===== src/rtl/uart_tx_arbiter.sv =====
// uart_tx_arbiter: round-robin sharing of one UART_Sender TX path among NREQ requesters.
// Optional feature macro: UART_ARB_TIMEOUT_EN (abort WAIT_BUSY after BUSY_TIMEOUT cycles).
module uart_tx_arbiter #(
    parameter int unsigned NREQ         = 4,
    parameter int unsigned BUSY_TIMEOUT = 1024,
    localparam int unsigned OW          = $clog2(NREQ)
) (
    input  logic                sysclk,
    input  logic                reset,
    input  logic [NREQ-1:0]     req,
    input  logic [8*NREQ-1:0]   req_data,
    output logic [NREQ-1:0]     ack,
    output logic [7:0]          TX_DATA,
    output logic                TX_EN,
    input  logic                TX_STATUS,
    output logic [OW-1:0]       owner,
    output logic                arb_busy,
    output logic                tx_done,
    output logic                timeout_err
);

    typedef enum logic [1:0] {
        IDLE      = 2'd0,
        ISSUE     = 2'd1,
        WAIT_BUSY = 2'd2,
        WAIT_DONE = 2'd3
    } state_t;

    state_t          state, state_next;
    logic [OW-1:0]   ptr, ptr_next;
    logic [OW-1:0]   owner_next;
    logic [OW-1:0]   pick_idx;
    logic [OW-1:0]   cand;
    logic            pick_valid;
    logic [NREQ-1:0] ack_next;
    logic [7:0]      tx_data_next;
    logic            tx_en_next;
    logic            tx_done_next;
    logic            arb_busy_next;
    logic            timeout_err_next;

`ifdef UART_ARB_TIMEOUT_EN
    localparam int unsigned CW = $clog2(BUSY_TIMEOUT + 1);
    logic [CW-1:0]   busy_cnt, busy_cnt_next;
`endif

    // Legal range guard: an out-of-range configuration has no g_cfg_ok scope
    if (NREQ >= 2 && NREQ <= 8 && BUSY_TIMEOUT >= 1) begin : g_cfg_ok
    end

    // Round-robin search: first requester at or after ptr, wrapping modulo NREQ
    always_comb begin
        pick_valid = 1'b0;
        pick_idx   = '0;
        cand       = '0;
        for (int k = 0; k < int'(NREQ); k++) begin
            cand = OW'((32'(ptr) + 32'(k)) % NREQ);
            if (!pick_valid && req[cand]) begin
                pick_valid = 1'b1;
                pick_idx   = cand;
            end
        end
    end

    // Next-state and registered-output values
    always_comb begin
        state_next       = state;
        ptr_next         = ptr;
        owner_next       = owner;
        tx_data_next     = TX_DATA;
        ack_next         = '0;
        tx_en_next       = 1'b0;
        tx_done_next     = 1'b0;
`ifdef UART_ARB_TIMEOUT_EN
        timeout_err_next = timeout_err;
        busy_cnt_next    = busy_cnt;
`else
        timeout_err_next = 1'b0;
`endif
        case (state)
            IDLE: begin
                if (TX_STATUS && pick_valid) begin
                    tx_data_next       = req_data[8*pick_idx +: 8];
                    owner_next         = pick_idx;
                    ack_next[pick_idx] = 1'b1;
                    ptr_next           = (32'(pick_idx) == NREQ - 1) ? '0 : pick_idx + 1'b1;
                    state_next         = ISSUE;
                end
            end
            ISSUE: begin
                tx_en_next    = 1'b1;
                state_next    = WAIT_BUSY;
`ifdef UART_ARB_TIMEOUT_EN
                busy_cnt_next = '0;
`endif
            end
            WAIT_BUSY: begin
                if (!TX_STATUS) begin
                    state_next = WAIT_DONE;
                end
`ifdef UART_ARB_TIMEOUT_EN
                else if (busy_cnt == CW'(BUSY_TIMEOUT - 1)) begin
                    state_next       = IDLE;
                    timeout_err_next = 1'b1;
                end else begin
                    busy_cnt_next = busy_cnt + 1'b1;
                end
`endif
            end
            WAIT_DONE: begin
                if (TX_STATUS) begin
                    tx_done_next = 1'b1;
                    state_next   = IDLE;
                end
            end
            default: state_next = IDLE;
        endcase
        arb_busy_next = (state_next != IDLE);
    end

    // State and output registers with synchronous active-low reset
    always_ff @(posedge sysclk) begin
        if (!reset) begin
            state       <= IDLE;
            ptr         <= '0;
            owner       <= '0;
            TX_DATA     <= '0;
            ack         <= '0;
            TX_EN       <= 1'b0;
            tx_done     <= 1'b0;
            arb_busy    <= 1'b0;
            timeout_err <= 1'b0;
`ifdef UART_ARB_TIMEOUT_EN
            busy_cnt    <= '0;
`endif
        end else begin
            state       <= state_next;
            ptr         <= ptr_next;
            owner       <= owner_next;
            TX_DATA     <= tx_data_next;
            ack         <= ack_next;
            TX_EN       <= tx_en_next;
            tx_done     <= tx_done_next;
            arb_busy    <= arb_busy_next;
            timeout_err <= timeout_err_next;
`ifdef UART_ARB_TIMEOUT_EN
            busy_cnt    <= busy_cnt_next;
`endif
        end
    end

endmodule

===== config.mk =====
export PLATFORM = sky130hd
export DESIGN_NAME = uart_tx_arbiter
export DESIGN_NICKNAME = d
export VERILOG_FILES = /design/src/rtl/uart_tx_arbiter.sv
export SDC_FILE = /design/constraint.sdc
export NUM_CORES = 1
export LEC_CHECK = 0
export CAP_MARGIN = 30
export CORE_UTILIZATION = 36
export CTS_BUF_LIST = sky130_fd_sc_hd__clkbuf_16
export CTS_CLUSTER_SIZE = 20
export DETAILED_ROUTE_END_ITERATION = 6
export PLACE_DENSITY = 0.86
export SYNTH_ARGS = -nofsm -noshare
export SYNTH_HDL_FRONTEND = slang
export SYNTH_SLANG_ARGS = --single-unit

===== constraint.sdc =====
create_clock -name sysclk -period 1.6 [get_ports sysclk]
set_clock_uncertainty 0.1 [all_clocks]
set_input_delay 0.32 -clock sysclk [delete_from_list [all_inputs] [get_ports sysclk]]
set_output_delay 0.32 -clock sysclk [all_outputs]
set_load 0.02 [all_outputs]

# Word-level counts from Yosys, hierarchy flattened
# Index checks and enable logic that the tools add are counted.
[totals] regBits=21 input_bits=39 latch_bits=0 word_cells=61 output_inout_bits=18 rom_bits=0 n_memories=0 ramBits=0
[op_classes] mux=25 n_reduce_logical=13 shifts=1 n_bitwise=0 mul=0 n_div=0 add_sub_neg=4 eq_ne=4 n_lt_le_gt_ge=6
[ops] cell="indexed part select 32 x 6 -> 8 bit" n=1
[ops] cell="two-way mux 2 bit" n=8
[ops] cell="< comparator 2 x 3 -> 1 bit (second input constant)" n=5
[ops] cell="two-way mux 1 bit" n=11
[ops] cell="binary-select mux 1 bit (select 2 bit)" n=4
[ops] cell="case mux 2 bit (4 select lines)" n=1
[ops] cell="== test 2 bit (second input constant)" n=3
[ops] cell="logical AND 1 bit" n=5
[ops] cell="adder 2 x 1 -> 2 bit (second input constant)" n=2
[ops] cell="adder 2 bit (second input constant)" n=2
[ops] cell="AND reduction 2 bit" n=2
[ops] cell="logical NOT 1 bit" n=3
[ops] cell="AND reduction 3 bit" n=1
[ops] cell="demux 1 bit (select 2 bit)" n=1
[ops] cell="== test 2 x 1 -> 1 bit (second input constant)" n=1
[ops] cell=">= comparator 2 x 1 -> 1 bit (second input constant)" n=1
[ops] cell="logical NOT 2 bit" n=1
[ops] cell="nonzero test 2 bit" n=1

# Logic depth before layout (Yosys ltp)
[depth] ltp_word=16 ltp_mapped=9

# Least setup slack after synthesis
# No wires, ideal clock.
[synth_path] path_kind="register to register" startpoint="register ptr[0]" endpoint="register ptr[1]" setup_time_ps=116 t_required_ps=1384 synth_period_minus_slack_ps=1714 path_stages_with_launch=10 path_slack_ps=-114 t_arrival_ps=1498 cell_sequence="dfxtp_1 -> and2b_4 -> a21oi_2 -> o221ai_2 -> buf_6 -> buf_12 -> inv_1 -> ha_1 -> nand2_1 -> a21boi_1"
[synth_via] elab_chain_len=14
[synth_lines] element="from (decl)" line="30" source="logic [OW-1:0] ptr, ptr_next;"
[synth_lines] element="from (signal assigned)" line="138" source="ptr <= ptr_next;"
[synth_lines] element="branches (longest 11 deep; another with adder 2 x 1 -> 2 bit)"
[synth_lines] element="two-way mux 2 bit (*)" line="58" source="if (!pick_valid && req[cand]) begin"
[synth_lines] element="named net pick_idx[0]" line="32" source="logic [OW-1:0] pick_idx;"
[synth_lines] element="adder 2 x 1 -> 2 bit or == test 2 bit (tied branches)" line="86" source="ptr_next = (32'(pick_idx) == NREQ - 1) ? '0 : pick_idx + 1'b1;"
[synth_lines] element="two-way mux 2 bit (*)" line="86"
# Mark *: on every way through the listed nets, which the timed path passes. The select of a mux whose other input is x is not followed.
# A chain may end at the register's enable or synchronous reset.

# Final worst setup path
[layout_path] startpoint="register ptr[0]" endpoint="register TX_DATA[5]"
[layout_via] elab_chain_len=14
[layout_lines] element="branches (longest 14 deep; another with adder 2 x 1 -> 2 bit)"
[layout_lines] element="to (signal assigned)" line="140" source="TX_DATA <= tx_data_next;"
[layout_lines] element="to (decl)" line="13" source="output logic [7:0] TX_DATA,"
# Several ways; the timed one is not identified. The select of a mux whose other input is x is not followed.

==> impl_metrics.json <==
{
  "status": "finished with violations",
  "violations": "setup timing",
  "synth_cells": 111,
  "p_leak_nw": 0.973,
  "crit_required_ns": 1.63,
  "routed_wl_um": 3930,
  "gp_congestion": 0.753,
  "area_growth_pct": 92.0,
  "n_fill_cell": 211,
  "pin_count": 57,
  "crit_arrival_ns": 1.78,
  "syn_area_per_cell_um2": 10.3,
  "h-tree-depth": 1,
  "synth_fp_nets": 154,
  "drc": 0,
  "ctsLongestPathBuffers": 2,
  "path_cells": "and2b_4 -> a21oi_4 -> o221ai_4 -> clkbuf_16 -> mux2i_2 -> o221ai_2",
  "ff_latch_area_um2": 422,
  "synth_top_area_share_pct": 36.8,
  "cts_buffers": 3,
  "worstSetupEndpointType": "flip-flop",
  "start_util_pct": 37.8,
  "yosys_warnings": 0,
  "setup_tns_ns": -1.43,
  "r2r_cells": 6,
  "hold_path.class": "reg -> reg",
  "ant_nets": 0,
  "overflow": 0,
  "initialDrtViolationCount": 25,
  "gr-usage-met3_pct": 2.64,
  "min_period_ns": 1.76,
  "met2_usage_pct": 46.5,
  "crit_type": "reg -> reg",
  "cts_tree": "done",
  "cts_root_buf": "clkbuf_16",
  "ys_types": 35,
  "first_global_vias": 1269,
  "rows": 20,
  "core_um2": 3030,
  "min_period_over_period_pct": 110,
  "synthTopCellsByArea": "dfxtp_1, mux2i_1, o221ai_1, ha_1, nand3_1",
  "max_freq_ghz": 0.570,
  "layout_commonest_cell": "clkdlybuf4s50_1",
  "grt_pass1_wl_um": 5710,
  "multiInputGateArea_um2": 837,
  "irDropWorstVdd_v": 0.000478,
  "timing.final.ws_setup_ns": -0.156,
  "grtUsageTotal_pct": 22.7,
  "yosys.area.top_type": "dfxtp_1",
  "drt-vias-per-instance": 5.26,
  "most-common-layout-cells": "clkdlybuf4s50_1, dfxtp_1, buf_4",
  "r2r_slack_ns": -0.16,
  "cpMaxStageDelayCell": "dfxtp_2",
  "io_buffer_count": 55,
  "dieHeight_um": 58.4,
  "hpwlAfterDp_um": 2630,
  "clkTransAtPathRegs_ns": 0.06,
  "insertion_delay_ns": 0.25,
  "min_path_cells": 2,
  "critPathMaxFanout": 8,
  "synth-seq-cells": 21,
  "gr-max-usage-layer": "met2",
  "use_met1_pct": 21.4,
  "die-area_um2": 3410,
  "cpPeakStageDelay_ns": 0.33,
  "fp.dieW_um": 58.4,
  "diodes": 0,
  "num_vias": 1225,
  "cts_sinks": 21,
  "antenna_found_initial": 0,
  "seq_area_frac_synth_pct": 36.8,
  "power.total_w": 0.00189,
  "wl_per_cell_um": 16.9,
  "grt_max_degree": 12,
  "maxCapViolCount": 0,
  "slew_violations": 0,
  "p_per_area_nw_per_um2": 860,
  "worstSetupStartpointType": "flip-flop",
  "nets": 233,
  "rsz0062_at_grt": "true",
  "dr.pass1.iters": 5,
  "drive_above_1_share_pct": 36.0,
  "setup_viol": 13,
  "hold_violations": 0,
  "syn_area_um2": 1140
}
[per-stage QoR]
step	util (%)	setup slack, ns	cells	area, um^2	hold slack (ns)
3_3_place_gp	62.1	-0.485	223	1880	0.352
2_1_floorplan	-	-0.0413	111	1160	0.334
5_1_grt	72.5	-0.233	233	2200	0.394
4_1_cts	68.9	-0.139	232	2090	0.378
3_5_place_dp	62.1	-0.581	223	1880	0.365
6_report	72.5	-0.156	233	2200	0.379
[registers in the layout, summed over array words and instances, names as in the netlist]
name and cells:
TX_DATA 8, ack 4, owner 2, ptr 2, state 2, TX_EN 1
arb_busy 1, tx_done 1
[per-layer routing]
| layer | vias to the layer above | wire length, um |
|---|---|---|
| li1 | 563 | - |
| met5 | - | 0 |
| met1 | 593 | 1410 |
| met2 | 55 | 2230 |
| met3 | 14 | 146 |
| met4 | 0 | 146 |
[worst max-delay path, delay by kind of cell (launching register included)]
| kind | cells | cell delay (ns) |
|---|---|---|
| and+or+nand+nor | 1 | 0.26 |
| AOI/OAI and AO/OA | 3 | 0.44 |
| DFF | 1 | 0.33 |
| buffers and inverters | 1 | 0.24 |
| muxes | 1 | 0.26 |
[synthesized netlist by cell type (all sizes together)]
cell    instances
a21oi           2
nor3            1
conb            1
clkbuf          2
and2b           2
o32ai           1
o41ai           1
buf             4
o21ai           3
nand2b          2
mux2i          16
nor2b           1
nand3          11
a21boi          6
nor2            6
a211o           1
nand2           9
dfxtp          21
and3            4
inv             4
ha              4
o221ai          9
[kinds of logic after synthesis]
group,share of synthesized area [%]
AOI/OAI and AO/OA,20.1
adders and majority gates,4.38
buffers and inverters,6.35
DFF,36.8
muxes,14.0
other,0.328
and+or+nand+nor,18.1
[cell type report]
type                            instances  area share, %
Timing Repair Buffer                   80           35.6
Multi-Input combinational cell         80           38.1
Sequential cell                        21           19.2
Clock buffer                            3           3.42
Tap cell                               44           2.51
Clock inverter                          1          0.171
Inverter                                4           1.03
[power breakdown]
part	switching [W]	internal, W	leakage, nW
logic	0.000356	0.000406	0.759
clock network	0.000185	0.000333	0.0423
registers	0.0000343	0.000573	0.172
[path summary, 6_finish.rpt]
kind	startpoint	end
worst max-delay path	ptr[0]	TX_DATA[5]
worst min-delay path	owner[0]	owner[0]
worst max register to register	ptr[0]	TX_DATA[5]
worst min register to register	owner[0]	owner[0]
[what timing repair did]
action                     4_1_cts  5_1_grt
setup buffers                    6        2
resized for setup               29       30
pin swaps                        2        9
setup endpoints to repair       27       19
gates cloned                     1        0
hold buffers                     0        0
Note: power is estimated with default switching activity, not from simulation.
